$ cat src/rtl/alien_bomb_controller.sv
// Alien return-fire bomb: every FIRE_PERIOD frames picks a pseudo-random column, launches a bomb
// from the lowest living alien in it, then drops it Y_SPEED/64 px per frame until collision or screen bottom.
module alien_bomb_controller #(
    parameter int ALIEN_ROW     = 4,
    parameter int ALIEN_COLUMN  = 8,
    parameter int PITCH_X       = 64,
    parameter int PITCH_Y       = 40,
    parameter int SHOT_X_OFFSET = 30,
    parameter int Y_SPEED       = 192,
    parameter int FIRE_PERIOD   = 60,
    parameter int BOTTOM_Y      = 479
) (
    input  logic                                clk,
    input  logic                                resetN,
    input  logic                                startOfFrame,
    input  logic                                playGame,
    input  logic                                bombCollision,
    input  logic [ALIEN_ROW*ALIEN_COLUMN-1:0]   aliensAlive,
    input  logic signed [10:0]                  gridTopLeftX,
    input  logic signed [10:0]                  gridTopLeftY,
    output logic signed [10:0]                  topLeftX,
    output logic signed [10:0]                  topLeftY,
    output logic                                alive
);

    localparam int ROW_W = (ALIEN_ROW > 1) ? $clog2(ALIEN_ROW) : 1;
    localparam int COL_W = (ALIEN_COLUMN > 1) ? $clog2(ALIEN_COLUMN) : 1;
    localparam int TRY_W = $clog2(ALIEN_COLUMN + 1);
    localparam int IDX_W = (ALIEN_ROW * ALIEN_COLUMN > 1) ? $clog2(ALIEN_ROW * ALIEN_COLUMN) : 1;
    localparam int FC_W  = (FIRE_PERIOD > 1) ? $clog2(FIRE_PERIOD) : 1;

    typedef enum logic [1:0] {COOLDOWN, PICK, SCAN, FLY} state_t;

    state_t             state_q;
    logic [7:0]         lfsr_q, lfsr_d;
    logic [FC_W-1:0]    frame_cnt_q;
    logic [ROW_W-1:0]   row_q;
    logic [COL_W-1:0]   col_q;
    logic [TRY_W-1:0]   tried_q;
    logic signed [31:0] x_q, y_q;
    logic               alive_q;

    logic [COL_W-1:0]   pick_col;
    logic [IDX_W-1:0]   cell_idx;
    logic signed [31:0] spawn_x, spawn_y;
    logic signed [10:0] y_px;

    // x^8+x^6+x^5+x^4+1, Fibonacci form shifting toward the MSB
    always_comb begin
        lfsr_d = {lfsr_q[6:0], lfsr_q[7] ^ lfsr_q[5] ^ lfsr_q[4] ^ lfsr_q[3]};
    end

    always_ff @(posedge clk) begin
        if (!resetN) lfsr_q <= 8'hA5;
        else         lfsr_q <= lfsr_d;
    end

    always_comb begin
        pick_col = COL_W'(int'(lfsr_q[2:0]) % ALIEN_COLUMN);
        cell_idx = IDX_W'(int'(row_q) * ALIEN_COLUMN + int'(col_q));
        spawn_x  = (int'(gridTopLeftX) + int'(col_q) * PITCH_X + SHOT_X_OFFSET) * 64;
        spawn_y  = (int'(gridTopLeftY) + int'(row_q) * PITCH_Y + PITCH_Y) * 64;
        y_px     = 11'(y_q >>> 6);
    end

    always_ff @(posedge clk) begin
        if (!resetN || !playGame) begin
            state_q     <= COOLDOWN;
            frame_cnt_q <= '0;
            row_q       <= '0;
            col_q       <= '0;
            tried_q     <= '0;
            x_q         <= '0;
            y_q         <= '0;
            alive_q     <= 1'b0;
        end else begin
            case (state_q)
                COOLDOWN: begin
                    if (startOfFrame) begin
                        if (frame_cnt_q == FC_W'(FIRE_PERIOD - 1)) begin
                            frame_cnt_q <= '0;
                            state_q     <= PICK;
                        end else begin
                            frame_cnt_q <= frame_cnt_q + FC_W'(1);
                        end
                    end
                end
                PICK: begin
                    col_q   <= pick_col;
                    row_q   <= ROW_W'(ALIEN_ROW - 1);
                    tried_q <= '0;
                    state_q <= SCAN;
                end
                SCAN: begin
                    // Bottom-up walk of one column, then on to the next, one cell per clock
                    if (tried_q == TRY_W'(ALIEN_COLUMN)) begin
                        state_q <= COOLDOWN;
                    end else if (aliensAlive[cell_idx]) begin
                        x_q     <= spawn_x;
                        y_q     <= spawn_y;
                        alive_q <= 1'b1;
                        state_q <= FLY;
                    end else if (row_q != '0) begin
                        row_q <= row_q - ROW_W'(1);
                    end else begin
                        col_q   <= (col_q == COL_W'(ALIEN_COLUMN - 1)) ? '0 : col_q + COL_W'(1);
                        row_q   <= ROW_W'(ALIEN_ROW - 1);
                        tried_q <= tried_q + TRY_W'(1);
                    end
                end
                FLY: begin
                    if (bombCollision || (y_px >= BOTTOM_Y)) begin
                        alive_q <= 1'b0;
                        state_q <= COOLDOWN;
                    end else if (startOfFrame) begin
                        y_q <= y_q + Y_SPEED;
                    end
                end
                default: state_q <= COOLDOWN;
            endcase
        end
    end

    assign topLeftX = 11'(x_q >>> 6);
    assign topLeftY = y_px;
    assign alive    = alive_q;

endmodule
$ cat config.mk
export PLATFORM = sky130hd
export DESIGN_NAME = alien_bomb_controller
export DESIGN_NICKNAME = d
export VERILOG_FILES = /design/src/rtl/alien_bomb_controller.sv
export SDC_FILE = /design/constraint.sdc
export NUM_CORES = 1
export LEC_CHECK = 0
export CORE_ASPECT_RATIO = 1.2
export CORE_MARGIN = 2
export CORE_UTILIZATION = 45
export DETAILED_ROUTE_END_ITERATION = 8
export PLACE_DENSITY_LB_ADDON = 0.25
export SLEW_MARGIN = 10
export SYNTH_ARGS = -nofsm -noshare
export SYNTH_HDL_FRONTEND = slang
export SYNTH_SLANG_ARGS = --single-unit
$ cat constraint.sdc
create_clock -name clk -period 2.3 [get_ports clk]
set_input_delay 0.345 -clock clk [delete_from_list [all_inputs] [get_ports clk]]
set_output_delay 0.345 -clock clk [all_outputs]
set_load 0.02 [all_outputs]
# After elaboration in Yosys (flattened, before gate mapping)
# Index checks and enable logic that the tools add are counted.
[totals]
latchBits = 0
output_inout_bits = 23
input_bits = 59
wordCells = 88
romBits = 0
ram_bits = 0
memories = 0
reg_bits = 69
[classes]
n_addsub = 10
order_cmp = 2
muxes = 31
n_reduce_logical = 15
n_bitwise = 4
div = 0
mul = 1
shifts = 0
n_eq_ne = 16
[op_table]
columns = ["operator", "n"]
rows = [
  ["two-way mux 32 bit", 4],
  ["case mux 32 bit (2 select lines)", 1],
  ["adder 32 x 9 -> 32 bit, second input constant", 1],
  ["!= test 2 bit, second input constant", 9],
  ["two-way mux 2 bit", 8],
  ["adder 12 x 7 -> 13 bit, second input constant", 1],
  ["adder 11 x 9 -> 12 bit", 1],
  ["two-way mux 3 bit", 4],
  ["two-way mux 4 bit", 3],
  ["AND reduction 4 bit", 3],
  ["adder 11 x 10 -> 11 bit", 1],
  ["adder 11 x 6 -> 11 bit, second input constant", 1],
  ["greater-or-equal comparator 11 x 10 -> 1 bit, second input constant", 1],
  ["case mux 2 bit (4 select lines)", 1],
  ["case mux 4 bit (2 select lines)", 1],
  ["adder 6 x 1 -> 6 bit, second input constant", 1],
  ["equality test 6 bit, second input constant", 1],
  ["< comparator 5 x 6 -> 1 bit, second input constant", 1],
  ["two-way mux 6 bit", 1],
  ["case mux 3 bit (2 select lines)", 1],
  ["AND reduction 3 bit", 2],
  ["nonzero test 2 bit", 3],
  ["adder 5 x 3 -> 5 bit", 1],
  ["binary-select mux 1 bit (select 5 bit)", 1],
  ["other kinds (19)", 27],
]

# Longest topological paths before layout
# Gate-level depths: netlist of run 1.
[depth]
word_depth = 6
ltp_mapped = 11
ltp_nobuf = 11

# Worst setup path before layout of run 1
# Ideal clock, no wire load.
[synth_path]
path_kind = "register to register"
from = "register row_q[1]"
to = "register y_q[16]"
arrival_time_ns = 2.001
path_slack_ns = 0.173
stages_incl_launch_ff = 10
required_ns = 2.174
cell_sequence = "dfxtp_1 -> ha_1 -> ha_1 -> fa_1 -> a211o_1 -> o2111ai_1 -> xor2_1 -> nor3_1 -> o211ai_1 -> o21ai_0"
[synth_via]
elab_chain_cells = 6
word_cells_on_any_way = 11
classes_between = "add/sub: 3; mul: 1; eq/ne: 1; mux: 5; reduce/logical: 1"
[synth_rtl]
columns = ["item", "line_no", "text"]
rows = [
  ["start, declared", "37", "logic [ROW_W-1:0] row_q;"],
  ["start signal, assigned", "90", "row_q <= ROW_W'(ALIEN_ROW - 1);"],
  ["start signal, assigned", "104", "row_q <= row_q - ROW_W'(1);"],
  ["start signal, assigned", "107", "row_q <= ROW_W'(ALIEN_ROW - 1);"],
  ["multiplier 2 x 3 -> 5 bit", "62", "spawn_y = (int'(gridTopLeftY) + int'(row_q) * PITCH_Y + PITCH_Y) * 64;"],
  ["adder 11 x 9 -> 12 bit", "62", ""],
  ["adder 12 x 7 -> 13 bit", "62", ""],
  ["two-way mux 32 bit", "98", "end else if (aliensAlive[cell_idx]) begin"],
  ["two-way mux 32 bit", "96", "if (tried_q == TRY_W'(ALIEN_COLUMN)) begin"],
  ["case mux 32 bit (2 select lines)", "77", "case (state_q)"],
  ["end signal, assigned", "100", "y_q <= spawn_y;"],
  ["end signal, assigned", "116", "y_q <= y_q + Y_SPEED;"],
  ["end, declared", "40", "logic signed [31:0] x_q, y_q;"],
]
# Parallel ways exist; a longest one is shown, timed or not. The select of a mux whose other input is x is not followed.
# A chain may end at the register's enable or synchronous reset.

# Worst setup path in the final report of run 1
[layout_path]
from = "input port gridTopLeftY[4]"
to = "register y_q[16]"
[layout_via]
elab_chain_cells = 5
[layout_rtl]
columns = ["item", "line_no", "text"]
rows = [
  ["start, declared", "20", "input logic signed [10:0] gridTopLeftY,"],
  ["adder 11 x 9 -> 12 bit", "62", ""],
  ["adder 12 x 7 -> 13 bit", "62", ""],
  ["two-way mux 32 bit", "98", ""],
  ["two-way mux 32 bit", "96", ""],
  ["case mux 32 bit (2 select lines)", "77", ""],
]
# No other way between the ends. The select of a mux whose other input is x is not followed.

==> results_tabular.tex, run 1 <==
\begin{tabular}{lr}
\hline
Metric & Value \\
\hline
\multicolumn{2}{l}{\textbf{Run status}} \\
Status & completed \\
\multicolumn{2}{l}{\textbf{STA}} \\
Final number of hold-violating endpoints & 0 \\
Top achievable clock speed & 451 MHz \\
Post-layout worst setup margin & 0.0846 ns \\
Worst slew margin relative to its limit & 75.7\% \\
Setup repair after global routing missed its margin & no \\
Slew Limit Fails & 0 \\
\# setup viols final & 0 \\
Hold Slack & 0.418 ns \\
Final Skew & 0.0103 ns \\
Worst-margin pin slew & 0.365 ns \\
Period Utilization, post-route & 96.3\% \\
Period minus WS final & 2.22 ns \\
\multicolumn{2}{l}{\textbf{Worst setup path}} \\
Required time of the critical path & 2.51 ns \\
Worst Path Arrival & 2.43 ns \\
Category of the critical setup timing path & primary input to flop \\
Capturing element type of the critical path & flop \\
Startpoint types & primary input \\
Crit Path Max Fanout & 3 \\
\multicolumn{2}{l}{\textbf{Power}} \\
Total power density per cell area & 407 nW/um2 \\
P\_leak & 1.61 nW \\
Peak supply drop & 0.000278 V \\
\multicolumn{2}{l}{\textbf{Clock network}} \\
Deepest level of the CTS H-tree & 2 \\
Total CTS buffers & 5 \\
Clock Root Buffer & clkbuf\_8 \\
Hold-fix buffers, CTS & 0 \\
Clock-pin slew on the worst setup and hold paths & 0.10 ns \\
Bufs on Longest Clock Path & 2 \\
Clk sinks & 48 \\
Clock insertion delay at the later pin of the skew report & 0.32 ns \\
TritonCTS clock tree & built \\
\multicolumn{2}{l}{\textbf{Final layout}} \\
Diodes inserted & 0 \\
Layout cell share with drive strength beyond 1 & 10.6\% \\
Total Nets Final & 561 \\
Area Overhead vs Synth & 37.6\% \\
Final instance count without filler cells & 569 \\
\multicolumn{2}{l}{\textbf{GRT}} \\
Wire length of the first global-routing pass & 13900 um \\
Initial antenna violation count & 0 \\
Number of global-route vias before repair & 3018 \\
Maximum number of pins on one net before global-route repair & 32 \\
Combined global-route utilization of all metal layers & 22.9\% \\
Remaining global-route overflow & 0 \\
\multicolumn{2}{l}{\textbf{Yosys}} \\
Flip-flop cell with the highest count after synthesis & dfxtp\_1 \\
Library cell with the highest instance count after synthesis & dfxtp\_1 \\
Fraction of synthesis flops using an asynchronous set or reset pin & 0\% \\
Flop and latch count out of synthesis & 48 \\
Post-synthesis cell area & 3160 um2 \\
Dominant cell type by area after synthesis & dfxtp\_1 \\
Most used standard cells in the synthesized netlist & dfxtp\_1 (48), nand2\_1 (35), a21oi\_1 (28), nor2\_1 (26), ha\_1 (20) \\
Synth top area share & 30.4\% \\
Sequential share of the synthesized area & 30.4\% \\
Post-Synthesis Net Count & 464 \\
Yosys synthesis warning count & 0 \\
Cell types occupying the most area after synthesis & dfxtp\_1 (30\%), ha\_1 (7.9\%), mux2i\_1 (5.7\%) \\
Post-synthesis cell count & 384 \\
Count of unique library cells instantiated by Yosys & 57 \\
Count of flip-flops with a built-in enable after synthesis & 0 \\
Mean Syn Cell Area & 8.23 um2 \\
\multicolumn{2}{l}{\textbf{Placement}} \\
Placed wire-length estimate after detailed placement & 6450 um \\
Placer's final routability congestion estimate & 0.820 \\
Buffers on Ports & 81 \\
Setup WS pre-CTS & -0.337 ns \\
Placed insts & 561 \\
\multicolumn{2}{l}{\textbf{Floorplan}} \\
Top-level I/O count & 82 \\
Vertical extent of the die & 95.8 um \\
Die width & 80.5 um \\
\# rows & 33 \\
DIE AREA & 7710 um2 \\
Placeable core area & 6810 um2 \\
Starting Density & 46.4\% \\
\multicolumn{2}{l}{\textbf{Detailed routing}} \\
Detailed Routing Iterations Pass 1 & 4 \\
Post-detailed-route wirelength per cell & 15.1 um \\
WL met2 & 4440 um \\
Top Metal Used & met4 \\
Via count of the routed design & 3275 \\
Wire length on met3 & 354 um \\
Via-to-Cell Ratio & 5.76 \\
WL met1 & 3630 um \\
Count of nets left with antenna violations after detail routing & 0 \\
Final WL & 8600 um \\
DRC & 0 \\
Number of DRC violations after detailed-routing iteration 0 & 144 \\
\multicolumn{2}{l}{\textbf{Hold path}} \\
Classification of the worst-slack hold path & flop to flop \\
\multicolumn{2}{l}{\textbf{Run}} \\
Max-cap violations & 0 \\
\hline
\end{tabular}
## stage by stage
| step | area [um2] | TNS [ns] | utilization [%] | power (mW) |
|---|---|---|---|---|
| floorplan | 3160 | 0 | - | 0.986 |
| global placement | 4230 | -1.00 | 62.0 | 1.14 |
| detailed placement | 4230 | -1.22 | 62.0 | 1.14 |
| CTS | 4340 | 0 | 63.8 | 1.77 |
| global route | 4350 | 0 | 63.8 | 1.83 |
| finish | 4350 | 0 | 63.8 | 1.77 |
## cell families after synthesis
logic type,Yosys count,synth area share [%]
AOI/OAI and AO/OA,112,24.2
xor gates and xnor gates,17,4.71
adders and majority gates,21,8.55
buffers and inverters,40,5.90
DFF,48,30.4
muxes,19,6.06
and+or+nand+nor,127,20.2
## path summary, 6_finish.rpt
| kind | startpoint | slack (ns) | to | depth (start not counted) |
|---|---|---|---|---|
| setup / recovery | gridTopLeftY[4] | 0.08 | y_q[16] | 10 |
| hold / removal | lfsr_q[6] | 0.42 | lfsr_q[7] | 1 |
| setup reg to reg | col_q[1] | 0.17 | x_q[8] | 9 |
| hold reg to reg | lfsr_q[6] | 0.42 | lfsr_q[7] | 1 |
## power by group
| part | switching, mW | total, mW | internal (mW) | leakage, nW |
|---|---|---|---|---|
| registers | 0.00792 | 0.853 | 0.845 | 0.389 |
| clock network | 0.317 | 0.645 | 0.328 | 0.0548 |
| logic | 0.106 | 0.273 | 0.167 | 1.16 |
## per-layer routing
layer | track usage [%] | vias up
met1 | 26.5 | 1549
met4 | 8.47 | 0
li1 | - | 1614
met3 | 3.75 | 15
met2 | 42.2 | 97
met5 | 0 | -
## repair_timing
item                                    4_1_cts  5_1_grt
setup buffers                                 0        0
endpoints found under the setup margin        1        3
gates resized for setup                       1        3
pin swaps                                     0        1
## area by class of cell
cell class / count / area, um2
flip-flops and latches: 48 / 961
clock inverters: 3 / 46.3
clock buffers: 5 / 68.8
fillers: 637 / 2460
multi-input cells: 296 / 2020
inverters: 16 / 60.1
well taps: 87 / 109
repair buffers: 114 / 1080
## cells in the final DEF, fill, tap and decap left out, drive strengths merged, types with 9 or more instances in the layout
master          n
nand2          35
nand3          18
xnor2           9
inv            17
o21ai          13
buf            33
mux2i          18
clkdlybuf4s50  81
dfxtp          48
ha             20
a21oi          28
nor2           26
a211oi         17
and2            9
## registers in the layout (all words and copies together) (netlist names)
signal       cells
col_q            3
x_q             11
tried_q          4
lfsr_q           8
alive            1
y_q             11
state_q          2
frame_cnt_q      6
row_q            2
## critical path, stage by stage
cell and delay [ns]:
clkdlybuf4s50_1 0.40, ha_1 0.29, ha_1 0.23, fa_2 0.36
a211o_1 0.27, o2111ai_1 0.12, xor2_1 0.17, nor3_1 0.06
o211ai_1 0.10, o21ai_1 0.08
Power figures use the tool's default switching activity.
==> run 2: changes to the inputs <==
--- a/config.mk
+++ b/config.mk
@@ -5,9 +5,10 @@
 export SDC_FILE = /design/constraint.sdc
 export NUM_CORES = 1
 export LEC_CHECK = 0
+export ABC_AREA = 1
 export CORE_ASPECT_RATIO = 1.2
 export CORE_MARGIN = 2
-export CORE_UTILIZATION = 45
+export CORE_UTILIZATION = 46
 export DETAILED_ROUTE_END_ITERATION = 8
 export PLACE_DENSITY_LB_ADDON = 0.25
 export SLEW_MARGIN = 10
==> run 2 against run 1 <==
Highest routed layer unchanged. Sequential power barely moved. Critical path type unchanged. First-iteration DRC count fell by 24%. Critical path depth grew 3.
==> results_tabular.tex, run 2 <==
\begin{tabular}{lr}
\hline
Metric & Value \\
\hline
\multicolumn{2}{l}{\textbf{Worst setup path}} \\
Sequence of cells on the critical path & clkdlybuf4s50\_1 -> ha\_1 -> ha\_1 -> fa\_1 -> nand3\_1 -> nand2\_1 -> nand2\_1 -> nor3\_1 -> nand3b\_1 -> o21ai\_0 -> nand3\_1 -> nand2\_1 -> nor2\_1 \\
Crit Path Max Fanout & 3 (unchanged) \\
Startpoint types & primary input \\
Setup slack of the worst register-to-register path & 0.27 ns (+0.10 ns) \\
Required time of the critical path & 2.50 ns (about the same) \\
Slowest stage delay, CP & 0.40 ns (about the same) \\
Sum of buffers and inverters on the critical path & 1 (unchanged) \\
Gate family responsible for the most delay along the worst path & adder cells \\
Max stage delay cell, worst path & clkdlybuf4s50\_1 \\
Critical R2R Launch & row\_q[0] \\
Most frequent cell on the critical path & nand2\_1 \\
Worst Path Arrival & 2.37 ns (-0.06 ns) \\
Category of the critical setup timing path & primary input to flop \\
Capturing element type of the critical path & flop \\
Critical R2R Capture & y\_q[16] \\
FF-to-FF path depth & 14 (+5) \\
\multicolumn{2}{l}{\textbf{Hold path}} \\
Worst hold endpoint & lfsr\_q[7] \\
Min-Delay Path Depth & 2 (+1) \\
Origin of the worst min-delay path & lfsr\_q[6] \\
Classification of the worst-slack hold path & flop to flop \\
\multicolumn{2}{l}{\textbf{Final layout}} \\
Final instance count without filler cells & 705 (+24\%) \\
Area Overhead vs Synth & 30.4\% \\
Leading cell type in the layout, fill and taps excluded & nand2\_1 \\
Layout cell share with drive strength beyond 1 & 8.29\% (-2.3 points) \\
Biggest regs & x\_q x11, y\_q x11, lfsr\_q x8 \\
Fill cells & 684 (+7.4\%) \\
Total Nets Final & 694 (+24\%) \\
Most used cells in the layout excluding fill and tap cells & nand2\_1 (152), clkdlybuf4s50\_1 (81), nor2\_1 (67) \\
Diodes inserted & 0 (unchanged) \\
\multicolumn{2}{l}{\textbf{Clock network}} \\
TritonCTS clock tree & built \\
Clock-pin slew on the worst setup and hold paths & 0.09 ns (about the same) \\
Clock insertion delay at the later pin of the skew report & 0.30 ns (-0.02 ns) \\
Bufs on Longest Clock Path & 2 (unchanged) \\
Hold-fix buffers, CTS & 0 (unchanged) \\
Deepest level of the CTS H-tree & 2 (unchanged) \\
Total CTS buffers & 5 (unchanged) \\
Clk sinks & 48 (unchanged) \\
Clock Root Buffer & clkbuf\_8 \\
\multicolumn{2}{l}{\textbf{Yosys}} \\
Post-Synthesis Net Count & 605 (+30\%) \\
Sequential share of the synthesized area & 28.3\% (-2.1 points) \\
Library cell with the highest instance count after synthesis & nand2\_1 \\
Count of flip-flops with a built-in enable after synthesis & 0 (unchanged) \\
Synth top area share & 28.3\% (-2.1 points) \\
Post-synthesis cell area & 3390 um2 (+7.3\%) \\
Flop and latch count out of synthesis & 48 (unchanged) \\
Mean Syn Cell Area & 6.46 um2 (-22\%) \\
Flip-flop cell with the highest count after synthesis & dfxtp\_1 \\
Post-synthesis cell count & 525 (+37\%) \\
Fraction of synthesis flops using an asynchronous set or reset pin & 0\% (unchanged) \\
Cell types occupying the most area after synthesis & dfxtp\_1 (28\%), nand2\_1 (17\%), nor2\_1 (7.4\%) \\
Yosys synthesis warning count & 0 (unchanged) \\
Dominant cell type by area after synthesis & dfxtp\_1 \\
Most used standard cells in the synthesized netlist & nand2\_1 (152), nor2\_1 (67), inv\_1 (60), dfxtp\_1 (48), nand3\_1 (47) \\
Count of unique library cells instantiated by Yosys & 39 (-32\%) \\
\multicolumn{2}{l}{\textbf{Detailed routing}} \\
Via-to-Cell Ratio & 4.88 (-15\%) \\
Post-detailed-route wirelength per cell & 11.1 um (-26\%) \\
Detailed Routing Iterations Pass 1 & 4 (unchanged) \\
Number of DRC violations after detailed-routing iteration 0 & 109 (-24\%) \\
Final WL & 7850 um (-8.7\%) \\
Count of nets left with antenna violations after detail routing & 0 (unchanged) \\
DRC & 0 (unchanged) \\
Via count of the routed design & 3441 (+5.1\%) \\
\multicolumn{2}{l}{\textbf{GRT}} \\
Wire length of the first global-routing pass & 13300 um (-4.2\%) \\
Initial antenna violation count & 0 (unchanged) \\
Maximum number of pins on one net before global-route repair & 24 (-25\%) \\
Number of global-route vias before repair & 3203 (+6.1\%) \\
Remaining global-route overflow & 0 (unchanged) \\
Combined global-route utilization of all metal layers & 20.4\% (-2.5 points) \\
\multicolumn{2}{l}{\textbf{Floorplan}} \\
Starting Density & 47.2\% (+0.77 points) \\
Die width & 82.4 um (+2.3\%) \\
DIE AREA & 8080 um2 (+4.7\%) \\
Placeable core area & 7190 um2 (+5.5\%) \\
Vertical extent of the die & 98.1 um (+2.3\%) \\
\# rows & 34 (+3.0\%) \\
Top-level I/O count & 82 (unchanged) \\
\multicolumn{2}{l}{\textbf{Power}} \\
P\_leak & 1.99 nW (+24\%) \\
Peak supply drop & 0.000252 V (-9.5\%) \\
Total power density per cell area & 370 nW/um2 (-9.2\%) \\
\multicolumn{2}{l}{\textbf{STA}} \\
Worst-margin pin slew & 0.432 ns (+0.0668 ns) \\
\# setup viols final & 0 (unchanged) \\
Worst slew margin relative to its limit & 70.9\% (-4.8 points) \\
Period Utilization, post-route & 94.2\% (-2.1 points) \\
Post-layout worst setup margin & 0.133 ns (+0.0479 ns) \\
Final Skew & 0.0125 ns (+0.00222 ns) \\
Final number of hold-violating endpoints & 0 (unchanged) \\
Top achievable clock speed & 461 MHz (+2.2\%) \\
Setup repair after global routing missed its margin & no \\
Period minus WS final & 2.17 ns (-0.0479 ns) \\
Slew Limit Fails & 0 (unchanged) \\
\multicolumn{2}{l}{\textbf{Placement}} \\
Placer's final routability congestion estimate & 0.890 (+8.5\%) \\
Placed wire-length estimate after detailed placement & 6170 um (-4.3\%) \\
Setup WS pre-CTS & -0.202 ns (+0.134 ns) \\
Buffers on Ports & 81 (unchanged) \\
Placed insts & 697 (+24\%) \\
\multicolumn{2}{l}{\textbf{Run}} \\
Max-cap violations & 0 (unchanged) \\
\multicolumn{2}{l}{\textbf{Run status}} \\
Status & completed \\
\hline
\end{tabular}
-- run 2: worst max path at each step --
stage,slack (ns),cells past startpoint,to,start
6_report,0.13,13,y_q[16],gridTopLeftY[4]
5_1_grt,0.00007,14,y_q[16],gridTopLeftY[5]
2_1_floorplan,0.26,12,y_q[16],row_q[1]
3_5_place_dp,-0.20,13,y_q[16],gridTopLeftY[4]
3_3_place_gp,-0.16,13,y_q[16],gridTopLeftY[4]
4_1_cts,0.12,13,y_q[16],gridTopLeftY[4]
-- run 2: report_power, final --
part | total [mW] | internal (mW) | switching (mW)
clock network | 0.518 | 0.240 | 0.278
registers | 0.851 | 0.844 | 0.00702
logic | 0.265 | 0.154 | 0.111
total | 1.63 | 1.24 | 0.397
-- run 2: final cells by class --
cell class | instances | area [um2] | share of cell area [%]
Clock buffer | 6 | 82.6 | 1.87
Clock inverter | 2 | 10.0 | 0.226
Inverter | 67 | 259 | 5.86
Multi-Input combinational cell | 396 | 2050 | 46.3
Sequential cell | 48 | 961 | 21.7
Tap cell | 90 | 113 | 2.55
Timing Repair Buffer | 96 | 948 | 21.4
-- run 2: metal layers --
layer	vias up	wire, um	GRT usage [%]
met1	1503	3220	22.7
li1	1833	-	-
met5	-	0	0
met2	90	3940	37.5
met3	15	524	3.88
met4	0	153	6.79
-- run 2: cell families (layout without fill, tap and decap cells) --
| family | count (synthesis) | in the layout | share of synthesized area (%) |
|---|---|---|---|
| XOR/XNOR | 17 | 17 | 4.39 |
| adder cells (fa/ha/maj) | 21 | 21 | 7.97 |
| buffers and inverters | 81 | 171 | 11.3 |
| AO/OA/AOI/OAI | 61 | 61 | 9.93 |
| multiplexers | 1 | 1 | 0.295 |
| AND/OR/NAND/NOR | 296 | 296 | 37.8 |
| flip-flops | 48 | 48 | 28.3 |
-- run 2: repair_timing --
action / CTS / global route
gates resized for setup: 0 / 2
setup buffers: 0 / 0
setup endpoints to repair: 0 / 2
-- run 2: through the flow --
stage / setup TNS, ns / hold WS (ns) / cell area (um2) / util (%) / total power [mW]
6_report: 0 / 0.408 / 4420 / 61.5 / 1.63
3_3_place_gp: -0.422 / 0.385 / 4330 / 60.2 / 1.13
2_1_floorplan: 0 / 0.380 / 3390 / - / 0.992
3_5_place_dp: -0.576 / 0.397 / 4330 / 60.2 / 1.13
4_1_cts: 0 / 0.412 / 4420 / 61.5 / 1.66
5_1_grt: 0 / 0.441 / 4420 / 61.5 / 1.72
-- run 2: worst reg2reg max path, stage by stage (launching register included) --
cell	delay, ns
dfxtp_1	0.33
inv_2	0.11
ha_1	0.16
inv_1	0.04
ha_1	0.20
fa_1	0.40
nand3_1	0.08
nand2_1	0.07
nand2_1	0.09
nor3_1	0.05
nand3b_1	0.14
o21ai_0	0.09
nand3_1	0.08
nand2_1	0.06
nor2_1	0.05
==> run 3: changes to the inputs <==
--- a/config.mk
+++ b/config.mk
@@ -15,3 +15,4 @@
 export SYNTH_ARGS = -nofsm -noshare
 export SYNTH_HDL_FRONTEND = slang
 export SYNTH_SLANG_ARGS = --single-unit
+export TNS_END_PERCENT = 1
==> results of run 3 <==
The final DEF is identical to that of run 2; final timing and power are the same.
